--- config.mk ---
export PLATFORM = sky130hd
export DESIGN_NAME = des_key_sched_seq
export DESIGN_NICKNAME = d
export VERILOG_FILES = /design/src/rtl/des_key_sched_seq.sv
export SDC_FILE = /design/constraint.sdc
export NUM_CORES = 1
export LEC_CHECK = 0
export ABC_AREA = 1
export CAP_MARGIN = 5
export CORE_UTILIZATION = 52
export DETAILED_ROUTE_END_ITERATION = 6
export MAX_ROUTING_LAYER = met4
export PLACE_DENSITY_LB_ADDON = 0.3
export RECOVER_POWER = 50
export SLEW_MARGIN = 20
export SYNTH_ARGS = -nofsm -noshare
export SYNTH_HDL_FRONTEND = slang
export SYNTH_SLANG_ARGS = --single-unit
--- constraint.sdc ---
create_clock -name clk -period 2.2 [get_ports clk]
set_input_delay 0.22 -clock clk [delete_from_list [all_inputs] [get_ports clk]]
set_output_delay 0.22 -clock clk [all_outputs]
set_load 0.01 [all_outputs]
--- src/rtl/des_key_sched_seq.sv ---
// Sequential DES key schedule: one PC-1 / rotate / PC-2 datapath iterated over the rounds,
// streaming round keys in encrypt or decrypt order. Optional macro: DES_KS_PARITY_CHECK_EN.
module des_key_sched_seq #(
  parameter int unsigned ROUNDS = 16,
  parameter int unsigned IDX_W  = 4
) (
  input  logic             clk,
  input  logic             rst,
  input  logic             key_valid,
  output logic             key_ready,
  input  logic [63:0]      key,
  input  logic             decrypt,
  output logic             rk_valid,
  input  logic             rk_ready,
  output logic [47:0]      rk,
  output logic [IDX_W-1:0] rk_idx,
  output logic             rk_last,
  output logic             busy,
  output logic             key_err
);

  localparam int unsigned CNT_W = IDX_W + 1;

  localparam int PC1_TAB [56] = '{
    57, 49, 41, 33, 25, 17,  9,  1, 58, 50, 42, 34, 26, 18,
    10,  2, 59, 51, 43, 35, 27, 19, 11,  3, 60, 52, 44, 36,
    63, 55, 47, 39, 31, 23, 15,  7, 62, 54, 46, 38, 30, 22,
    14,  6, 61, 53, 45, 37, 29, 21, 13,  5, 28, 20, 12,  4};

  localparam int PC2_TAB [48] = '{
    14, 17, 11, 24,  1,  5,  3, 28, 15,  6, 21, 10,
    23, 19, 12,  4, 26,  8, 16,  7, 27, 20, 13,  2,
    41, 52, 31, 37, 47, 55, 30, 40, 51, 45, 33, 48,
    44, 49, 39, 56, 34, 53, 46, 42, 50, 36, 29, 32};

  function automatic int unsigned shift_amt(input int unsigned k);
    return (k == 1 || k == 2 || k == 9 || k == 16) ? 32'd1 : 32'd2;
  endfunction

  // Total left rotation from C0/D0 to C_ROUNDS/D_ROUNDS, reduced modulo 28.
  function automatic int unsigned shift_sum(input int unsigned n);
    int unsigned s;
    s = 0;
    for (int unsigned k = 1; k <= 16; k++) begin
      if (k <= n) s = s + shift_amt(k);
    end
    return s % 28;
  endfunction

  localparam int unsigned SHIFT_SUM = shift_sum(ROUNDS);

  function automatic logic [55:0] pc1(input logic [63:0] k);
    logic [55:0] r;
    r = '0;
    for (int i = 0; i < 56; i++) r[55-i] = k[64-PC1_TAB[i]];
    return r;
  endfunction

  function automatic logic [47:0] pc2(input logic [55:0] cd);
    logic [47:0] r;
    r = '0;
    for (int i = 0; i < 48; i++) r[47-i] = cd[56-PC2_TAB[i]];
    return r;
  endfunction

  function automatic logic [55:0] rot_cd(input logic [55:0] cd, input int unsigned n,
                                         input logic left);
    logic [55:0] c2, d2;
    c2 = {cd[55:28], cd[55:28]};
    d2 = {cd[27:0], cd[27:0]};
    if (left) begin
      c2 = c2 << n;
      d2 = d2 << n;
      return {c2[55:28], d2[55:28]};
    end
    c2 = c2 >> n;
    d2 = d2 >> n;
    return {c2[27:0], d2[27:0]};
  endfunction

  typedef enum logic {IDLE = 1'b0, GEN = 1'b1} state_t;

  state_t           state_q, state_d;
  logic [55:0]      cd_q, ld_cd, adv_cd;
  logic [CNT_W-1:0] idx_q, ld_idx, adv_idx;
  logic             dec_q, adv_last;
  logic             accept_c, load_c, xfer_c, key_bad_c;

  assign accept_c = key_valid && key_ready;
  assign load_c   = accept_c && !key_bad_c;
  assign xfer_c   = rk_valid && rk_ready;
  assign rk_idx   = idx_q[IDX_W-1:0];

  // State register
  always_ff @(posedge clk) begin
    if (rst) state_q <= IDLE;
    else     state_q <= state_d;
  end

  // Next-state logic
  always_comb begin
    state_d = state_q;
    case (state_q)
      IDLE:    if (load_c) state_d = GEN;
      GEN:     if (xfer_c && rk_last) state_d = IDLE;
      default: state_d = IDLE;
    endcase
  end

  // FSM status outputs; key_ready is held low while reset is applied
  always_comb begin
    key_ready = (state_q == IDLE) && !rst;
    busy      = (state_q == GEN);
  end

  // Load point (PC-1 plus initial rotation) and per-transfer advance of C/D
  always_comb begin
    ld_cd    = rot_cd(pc1(key), decrypt ? SHIFT_SUM : 32'd1, 1'b1);
    ld_idx   = decrypt ? CNT_W'(ROUNDS) : CNT_W'(1);
    adv_cd   = cd_q;
    adv_idx  = idx_q;
    adv_last = 1'b0;
    if (dec_q) begin
      adv_cd   = rot_cd(cd_q, shift_amt(32'(idx_q)), 1'b0);
      adv_idx  = idx_q - CNT_W'(1);
      adv_last = (adv_idx == CNT_W'(1));
    end else begin
      adv_cd   = rot_cd(cd_q, shift_amt(32'(idx_q) + 32'd1), 1'b1);
      adv_idx  = idx_q + CNT_W'(1);
      adv_last = (adv_idx == CNT_W'(ROUNDS));
    end
  end

  // Round-key output register; holds while the consumer stalls
  always_ff @(posedge clk) begin
    if (rst) begin
      cd_q     <= '0;
      idx_q    <= '0;
      dec_q    <= 1'b0;
      rk       <= '0;
      rk_valid <= 1'b0;
      rk_last  <= 1'b0;
    end else if (load_c) begin
      cd_q     <= ld_cd;
      idx_q    <= ld_idx;
      dec_q    <= decrypt;
      rk       <= pc2(ld_cd);
      rk_valid <= 1'b1;
      rk_last  <= (ROUNDS == 1);
    end else if (xfer_c) begin
      if (rk_last) begin
        rk_valid <= 1'b0;
        rk_last  <= 1'b0;
      end else begin
        cd_q    <= adv_cd;
        idx_q   <= adv_idx;
        rk      <= pc2(adv_cd);
        rk_last <= adv_last;
      end
    end
  end

`ifdef DES_KS_PARITY_CHECK_EN
  // Every key byte must carry odd parity
  always_comb begin
    key_bad_c = 1'b0;
    for (int b = 0; b < 8; b++) begin
      if (!(^key[8*b +: 8])) key_bad_c = 1'b1;
    end
  end

  always_ff @(posedge clk) begin
    if (rst) key_err <= 1'b0;
    else     key_err <= accept_c && key_bad_c;
  end
`else
  logic unused_parity;
  assign unused_parity = ^{key[56], key[48], key[40], key[32], key[24], key[16], key[8], key[0]};
  assign key_bad_c     = 1'b0;
  assign key_err       = 1'b0;
`endif

endmodule

==> results.json, run 1 <==
{
  "register_area_mm2": 0.00131,
  "ys_seq_area_share_pct": 22.4,
  "cp-end-kind": "flip-flop",
  "die_h_um": 108,
  "hold_viol": 0,
  "finalCoreUtilization_pct": 64.2,
  "first_iter_violations": 509,
  "wl_per_cell_um": 14.8,
  "cpLargestDelayFamily": "compound AO/OA/AOI/OAI gates",
  "period_share_pct": 93.2,
  "antenna_found_initial": 0,
  "placed_cells": 1123,
  "viasPerCell": 5.68,
  "critPathArrivalTime_ps": 2330,
  "hold_class": "in -> reg",
  "cts_root_buf": "clkbuf_8",
  "nets": 1070,
  "synth.most_common_cell": "nand2_1",
  "finalSetupTns_ps": 0,
  "ys_types": 26,
  "dieArea_mm2": 0.0116,
  "syn_area_per_cell_um2": 6.01,
  "synth_top_cell_area_share_pct": 22.4,
  "stdcell_count": 1140,
  "synthesis.nets": 1044,
  "p_clk_share_pct": 28.8,
  "drc_errors": 0,
  "hold_ws_ps": 459,
  "cts_tree": "built",
  "fill_cells": 1042,
  "vdd_drop_max_uv": 433,
  "crit_buf_inv": 3,
  "crit_slowest_cell": "dfxtp_2",
  "rsz0062_at_grt": "no",
  "r2r_end": "rk[1]$_SDFFE_PP0P_",
  "postSynthCellCount": 969,
  "ff2ff_setup_slack_ps": 150,
  "synth_edf_count": 0,
  "p_int_mw": 2.82,
  "crit_chain": "inv_1, ha_1, inv_1, nor2_1, o211ai_1, nand2_2, buf_4, a21oi_1, o21ai_0, nand2_1, nand2_1, a21oi_1",
  "reg2reg_depth": 12,
  "p_sw_share_pct": 37.6,
  "clk_path_buf_depth": 2,
  "crit_fanout": 32,
  "routed_wl_um": 16900,
  "multi_input_area_mm2": 0.00327,
  "syn2layout_area_growth_pct": 20.1,
  "io_pins": 126,
  "async_reset_ff_share_pct": 0,
  "top_layer": "met4",
  "period_needed_ps": 2050,
  "max_freq_ghz": 0.488,
  "insertion_delay_ps": 370,
  "cap_violations": 0,
  "coreArea_mm2": 0.0109,
  "relSlewSlack_pct": 39.3,
  "post-cts-setup-buffer-count": 0,
  "hold_end": "rk_last$_SDFFE_PP0P_",
  "drt-pass1-iter-count": 6,
  "die_w_um": 108,
  "min_from": "rst",
  "grt_max_degree": 78,
  "syn_area_mm2": 0.00582,
  "setup_viol": 0,
  "port_buffers": 116,
  "yosys.area.top_type": "dfxtp_1",
  "power_frac_seq_pct": 30.8,
  "ys.flop_type": "dfxtp_1",
  "ant_nets": 0,
  "drive_gt1_share_pct": 7.00,
  "rows": 38,
  "combPwrFrac_pct": 40.4,
  "place.detailed.hpwl_um": 10800,
  "h-tree-depth": 3,
  "globalRouteOverflowTotal": 0,
  "grt_usage_pct": 29.9,
  "start_util_pct": 53.5,
  "cp_slowest_stage_delay_ps": 390,
  "status": "finished, final reports clean",
  "diodes": 0,
  "worst_pin_slew_ps": 910,
  "drv_slew": 0,
  "critPathLaunchType": "flip-flop",
  "min_path_cells": 5,
  "grt_pass1_wl_um": 26900,
  "fin_skew_ps": 13.9,
  "wl_met1_um": 7050,
  "synth_area_leaders": "dfxtp_1, nand2_1, nand3_1",
  "powerDensity_mw_per_mm2": 647,
  "gp_congestion": 0.941,
  "worstSetupPathType": "reg -> reg",
  "clkTransAtPathRegs_ps": 90,
  "ys_ff_latch": 65,
  "wl_met3_um": 1710,
  "leakage_nw": 3.12,
  "numCtsBuffers": 9,
  "grt_pass1_vias": 5694,
  "num_vias": 6479,
  "synthTopCellsByCount": "nand2_1, inv_1, nand3_1",
  "cts.sinks": 65,
  "rr_startpoint": "idx_q[0]$_SDFFE_PP0P_",
  "critical_path_required_ps": 2480,
  "total_power_mw": 4.52,
  "wl_met2_um": 7880,
  "power.switching_mw": 1.70,
  "yosys_warnings": 0
}
worst min-delay path, cell delays in order:
cell	delay [ps]
buf_2	110
nor2_1	110
nand2_1	200
nand2_1	110
nor3_1	40
kinds of logic (layout without fill, tap and decap cells):
kind of cell / Yosys count / in the layout / share of synthesized area, %
adders and majority gates: 6 / 6 / 1.29
xor gates and xnor gates: 4 / 4 / 0.602
and+or+nand+nor: 339 / 339 / 25.0
AOI/OAI and AO/OA: 287 / 287 / 28.6
buffers and inverters: 267 / 298 / 22.2
other: 1 / 1 / 0.0644
DFF: 65 / 65 / 22.4
cell type report:
cell class	count	area share, %
inverters	140	7.53
clock buffers	11	2.02
well taps	140	2.50
multi-input cells	637	46.7
clock inverters	5	1.47
repair buffers	142	21.1
flip-flops and latches	65	18.7
layer usage:
metal	GRT usage [%]	up-vias
met3	5.81	24
met1	38.1	2919
met2	46.6	328
met4	11.4	0
li1	-	3208
met5	-	-
power groups by stage:
stage	combinational (mW)	clock (mW)	sequential [mW]
after global placement	1.77	0	1.42
after CTS	1.81	1.32	1.39
final	1.83	1.30	1.39
after global routing	2.04	1.37	1.41
after floorplan	1.35	0	1.38
after detailed placement	1.79	0	1.42
sequential cells by signal, summed over array words and instances (netlist names):
signal,flops
busy,1
cd_q,9
dec_q,1
idx_q,5
rk,47
rk_last,1
rk_valid,1
cells in the final DEF, fill, tap and decap left out, types with 11 or more instances in the layout:
master           instances
buf_4                   14
o221ai_1                11
o21ai_0                108
clkdlybuf4s50_1         64
a21oi_1                102
nand3_1                129
o211ai_1                12
dfxtp_1                 62
inv_1                  137
nand2_1                190
a22oi_1                 37
a21oi_2                 16
dlygate4sd3_1           51
through the flow:
stage | cell area, um2 | worst slack [ps]
floorplan | 5820 | 340
global route | 6990 | 15.8
global placement | 6700 | 246
CTS | 6950 | 141
detailed placement | 6700 | 221
finish | 6990 | 150
worst max path at each step:
stage	start	end	slack, ps	cells past startpoint
after floorplan	idx_q[0]$_SDFFE_PP0P_	cd_q[38]$_SDFFE_PP0P_	340	13
after global placement	key_valid	rk[39]$_SDFFE_PP0P_	250	7
after detailed placement	idx_q[1]$_SDFFE_PP0P_	rk[30]$_SDFFE_PP0P_	220	12
after CTS	idx_q[0]$_SDFFE_PP0P_	rk[1]$_SDFFE_PP0P_	140	12
after global routing	idx_q[0]$_SDFFE_PP0P_	rk[1]$_SDFFE_PP0P_	20	14
final	idx_q[0]$_SDFFE_PP0P_	rk[1]$_SDFFE_PP0P_	150	12
repair_timing:
action	4_1_cts	5_1_grt
hold buffers	0	0
setup endpoints to repair	0	53
resized for setup	0	8
No activity file was read; power rests on OpenSTA's default activity.
==> run 2: changes to the inputs <==
--- a/config.mk
+++ b/config.mk
@@ -10,7 +10,7 @@
 export CORE_UTILIZATION = 52
 export DETAILED_ROUTE_END_ITERATION = 6
 export MAX_ROUTING_LAYER = met4
-export PLACE_DENSITY_LB_ADDON = 0.3
+export PLACE_DENSITY = 0.9
 export RECOVER_POWER = 50
 export SLEW_MARGIN = 20
 export SYNTH_ARGS = -nofsm -noshare
==> run 2 against run 1 <==
- setup slack improved by 53 ps
- sequential share of layout area increased by 0.25 points
- sequential cell count unchanged
- fmax increased by 2.7%
- cell count decreased by 0.26%
- global-route usage decreased by 0.47 points
- die area unchanged
- clock-buffer cell count unchanged
- sequential power about the same
- wire length decreased by 3.7%
- power decreased by 6.6%
- critical path type unchanged
- critical endpoint is now rk[29]$_SDFFE_PP0P_
- highest routed layer unchanged
==> results.json, run 2 (same netlist as run 1, synthesis figures left out) <==
{
  "syn2layout_area_growth_pct": 18.6,
  "clk_path_buf_depth": 2,
  "drc_errors": 0,
  "wl_per_cell_um": 14.3,
  "crit_slowest_cell": "dfxtp_4",
  "finalCoreUtilization_pct": 63.4,
  "numCtsBuffers": 9,
  "drv_slew": 0,
  "hold_class": "in -> reg",
  "vdd_drop_max_uv": 311,
  "io_pins": 126,
  "grt_usage_pct": 29.4,
  "place.detailed.hpwl_um": 10800,
  "p_sw_share_pct": 39.4,
  "mostFrequentLayoutCells": "nand2_1, inv_1, nand3_1, o21ai_0, a21oi_1",
  "powerDensity_mw_per_mm2": 612,
  "ant_nets": 0,
  "die_h_um": 108,
  "gp_congestion": 0.901,
  "grt_pass1_vias": 5864,
  "leakage_nw": 3.08,
  "clkTransAtPathRegs_ps": 70,
  "start_util_pct": 53.5,
  "critPathArrivalTime_ps": 2200,
  "hold_end": "rk_valid$_SDFFE_PP0P_",
  "grt_max_degree": 113,
  "min_path_cells": 4,
  "nets": 1067,
  "drive_gt1_share_pct": 6.22,
  "period_share_pct": 90.8,
  "p_clk_share_pct": 25.1,
  "worstSetupPathType": "reg -> reg",
  "num_vias": 6494,
  "critical_path_required_ps": 2400,
  "antenna_found_initial": 0,
  "first_iter_violations": 459,
  "r2r_end": "rk[29]$_SDFFE_PP0P_",
  "hold_viol": 0,
  "routed_wl_um": 16300,
  "p_int_mw": 2.56,
  "crit_fanout": 28,
  "largest_reg_flops": 47,
  "fin_skew_ps": 9.87,
  "setup_viol": 0,
  "status": "finished, final reports clean",
  "cts_hold_buffers": 0,
  "period_needed_ps": 2000,
  "top_regs": "rk (47), cd_q (9), idx_q (5)",
  "cp_slowest_stage_delay_ps": 380,
  "port_buffers": 116,
  "cts_root_buf": "clkbuf_8",
  "power_frac_seq_pct": 33.0,
  "critPathMostFrequentCell": "nand3_1",
  "critPathLaunchType": "flip-flop",
  "combPwrFrac_pct": 41.9,
  "min_from": "rst",
  "cts.sinks": 65,
  "viasPerCell": 5.71,
  "coreArea_mm2": 0.0109,
  "rr_startpoint": "idx_q[0]$_SDFFE_PP0P_",
  "top_register": "rk",
  "cap_violations": 0,
  "insertion_delay_ps": 350,
  "final_common_cell": "nand2_1",
  "cp-end-kind": "flip-flop",
  "crit_chain": "ha_1, xor2_1, nor2_1, nand3_1, nand2_2, buf_4, nand3_1, nand3_1, nand2_1, nand2_1, a21oi_2",
  "cts_tree": "built",
  "globalRouteOverflowTotal": 0,
  "dieArea_mm2": 0.0116,
  "grt_pass1_wl_um": 27000,
  "die_w_um": 108,
  "drt-pass1-iter-count": 6,
  "hold_ws_ps": 456,
  "h-tree-depth": 3,
  "worst_pin_slew_ps": 860,
  "max_freq_ghz": 0.501,
  "diodes": 0,
  "ff2ff_setup_slack_ps": 200,
  "rows": 38,
  "reg2reg_depth": 11,
  "relSlewSlack_pct": 42.7,
  "finalSetupTns_ps": 0,
  "power.switching_mw": 1.66,
  "rsz0062_at_grt": "no",
  "fill_cells": 1019
}
## run 2: area by class of cell
class                      count  area, um2  area share, %
sequential                    65       1310           18.9
multi-input combinational    637       3240           46.9
clock inverter                 5       55.1          0.798
tap                          140        175           2.54
clock buffer                  11        141           2.05
inverter                     140        526           7.61
timing repair buffer         139       1460           21.2
## run 2: metrics by stage
step | instance area [um2] | total power [mW] | worst slack [ps] | std cells
after floorplan | 5820 | 2.73 | 340 | 969
after global placement | 6710 | 3.17 | 149 | 1121
after detailed placement | 6710 | 3.20 | 84.8 | 1121
after CTS | 6910 | 4.26 | 59.9 | 1137
after global routing | 6900 | 4.51 | 29.8 | 1137
final | 6900 | 4.23 | 203 | 1137
## run 2: worst max path at each step
| stage | start | endpoint | depth (start not counted) |
|---|---|---|---|
| after floorplan | idx_q[0]$_SDFFE_PP0P_ | cd_q[38]$_SDFFE_PP0P_ | 13 |
| after global placement | key_valid | rk[39]$_SDFFE_PP0P_ | 7 |
| after detailed placement | key_valid | rk[39]$_SDFFE_PP0P_ | 7 |
| after CTS | idx_q[0]$_SDFFE_PP0P_ | rk[14]$_SDFFE_PP0P_ | 12 |
| after global routing | idx_q[0]$_SDFFE_PP0P_ | cd_q[13]$_SDFFE_PP0P_ | 11 |
| final | idx_q[0]$_SDFFE_PP0P_ | rk[29]$_SDFFE_PP0P_ | 11 |
## run 2: metal layers
layer  GRT usage [%]  wire length, um  part of all wire [%]
met5               -                0                     0
met4            9.88              213                   1.3
met3            5.93             1530                   9.4
met2            48.4             7840                    48
met1            35.8             6710                    41
## run 2: worst max-delay path, delay by kind of cell, from the launching register on
family,cells,cell delay (ps)
AO/OA/AOI/OAI,1,50
XOR/XNOR,1,180
adder cells (fa/ha/maj),1,240
buffers and inverters,1,300
flip-flops,1,380
AND/OR/NAND/NOR,7,720
## run 2: power by group through the flow
stage	combinational (mW)	sequential [mW]	clock (mW)
floorplan	1.35	1.38	0
global placement	1.75	1.42	0
detailed placement	1.78	1.42	0
CTS	1.79	1.39	1.07
global route	1.99	1.41	1.11
finish	1.77	1.39	1.06
## run 2: repair_timing
action                                  4_1_cts  5_1_grt
hold endpoints to repair                      0        0
endpoints found under the setup margin        0       56
resized for setup                             0        2
setup buffers                                 0        0
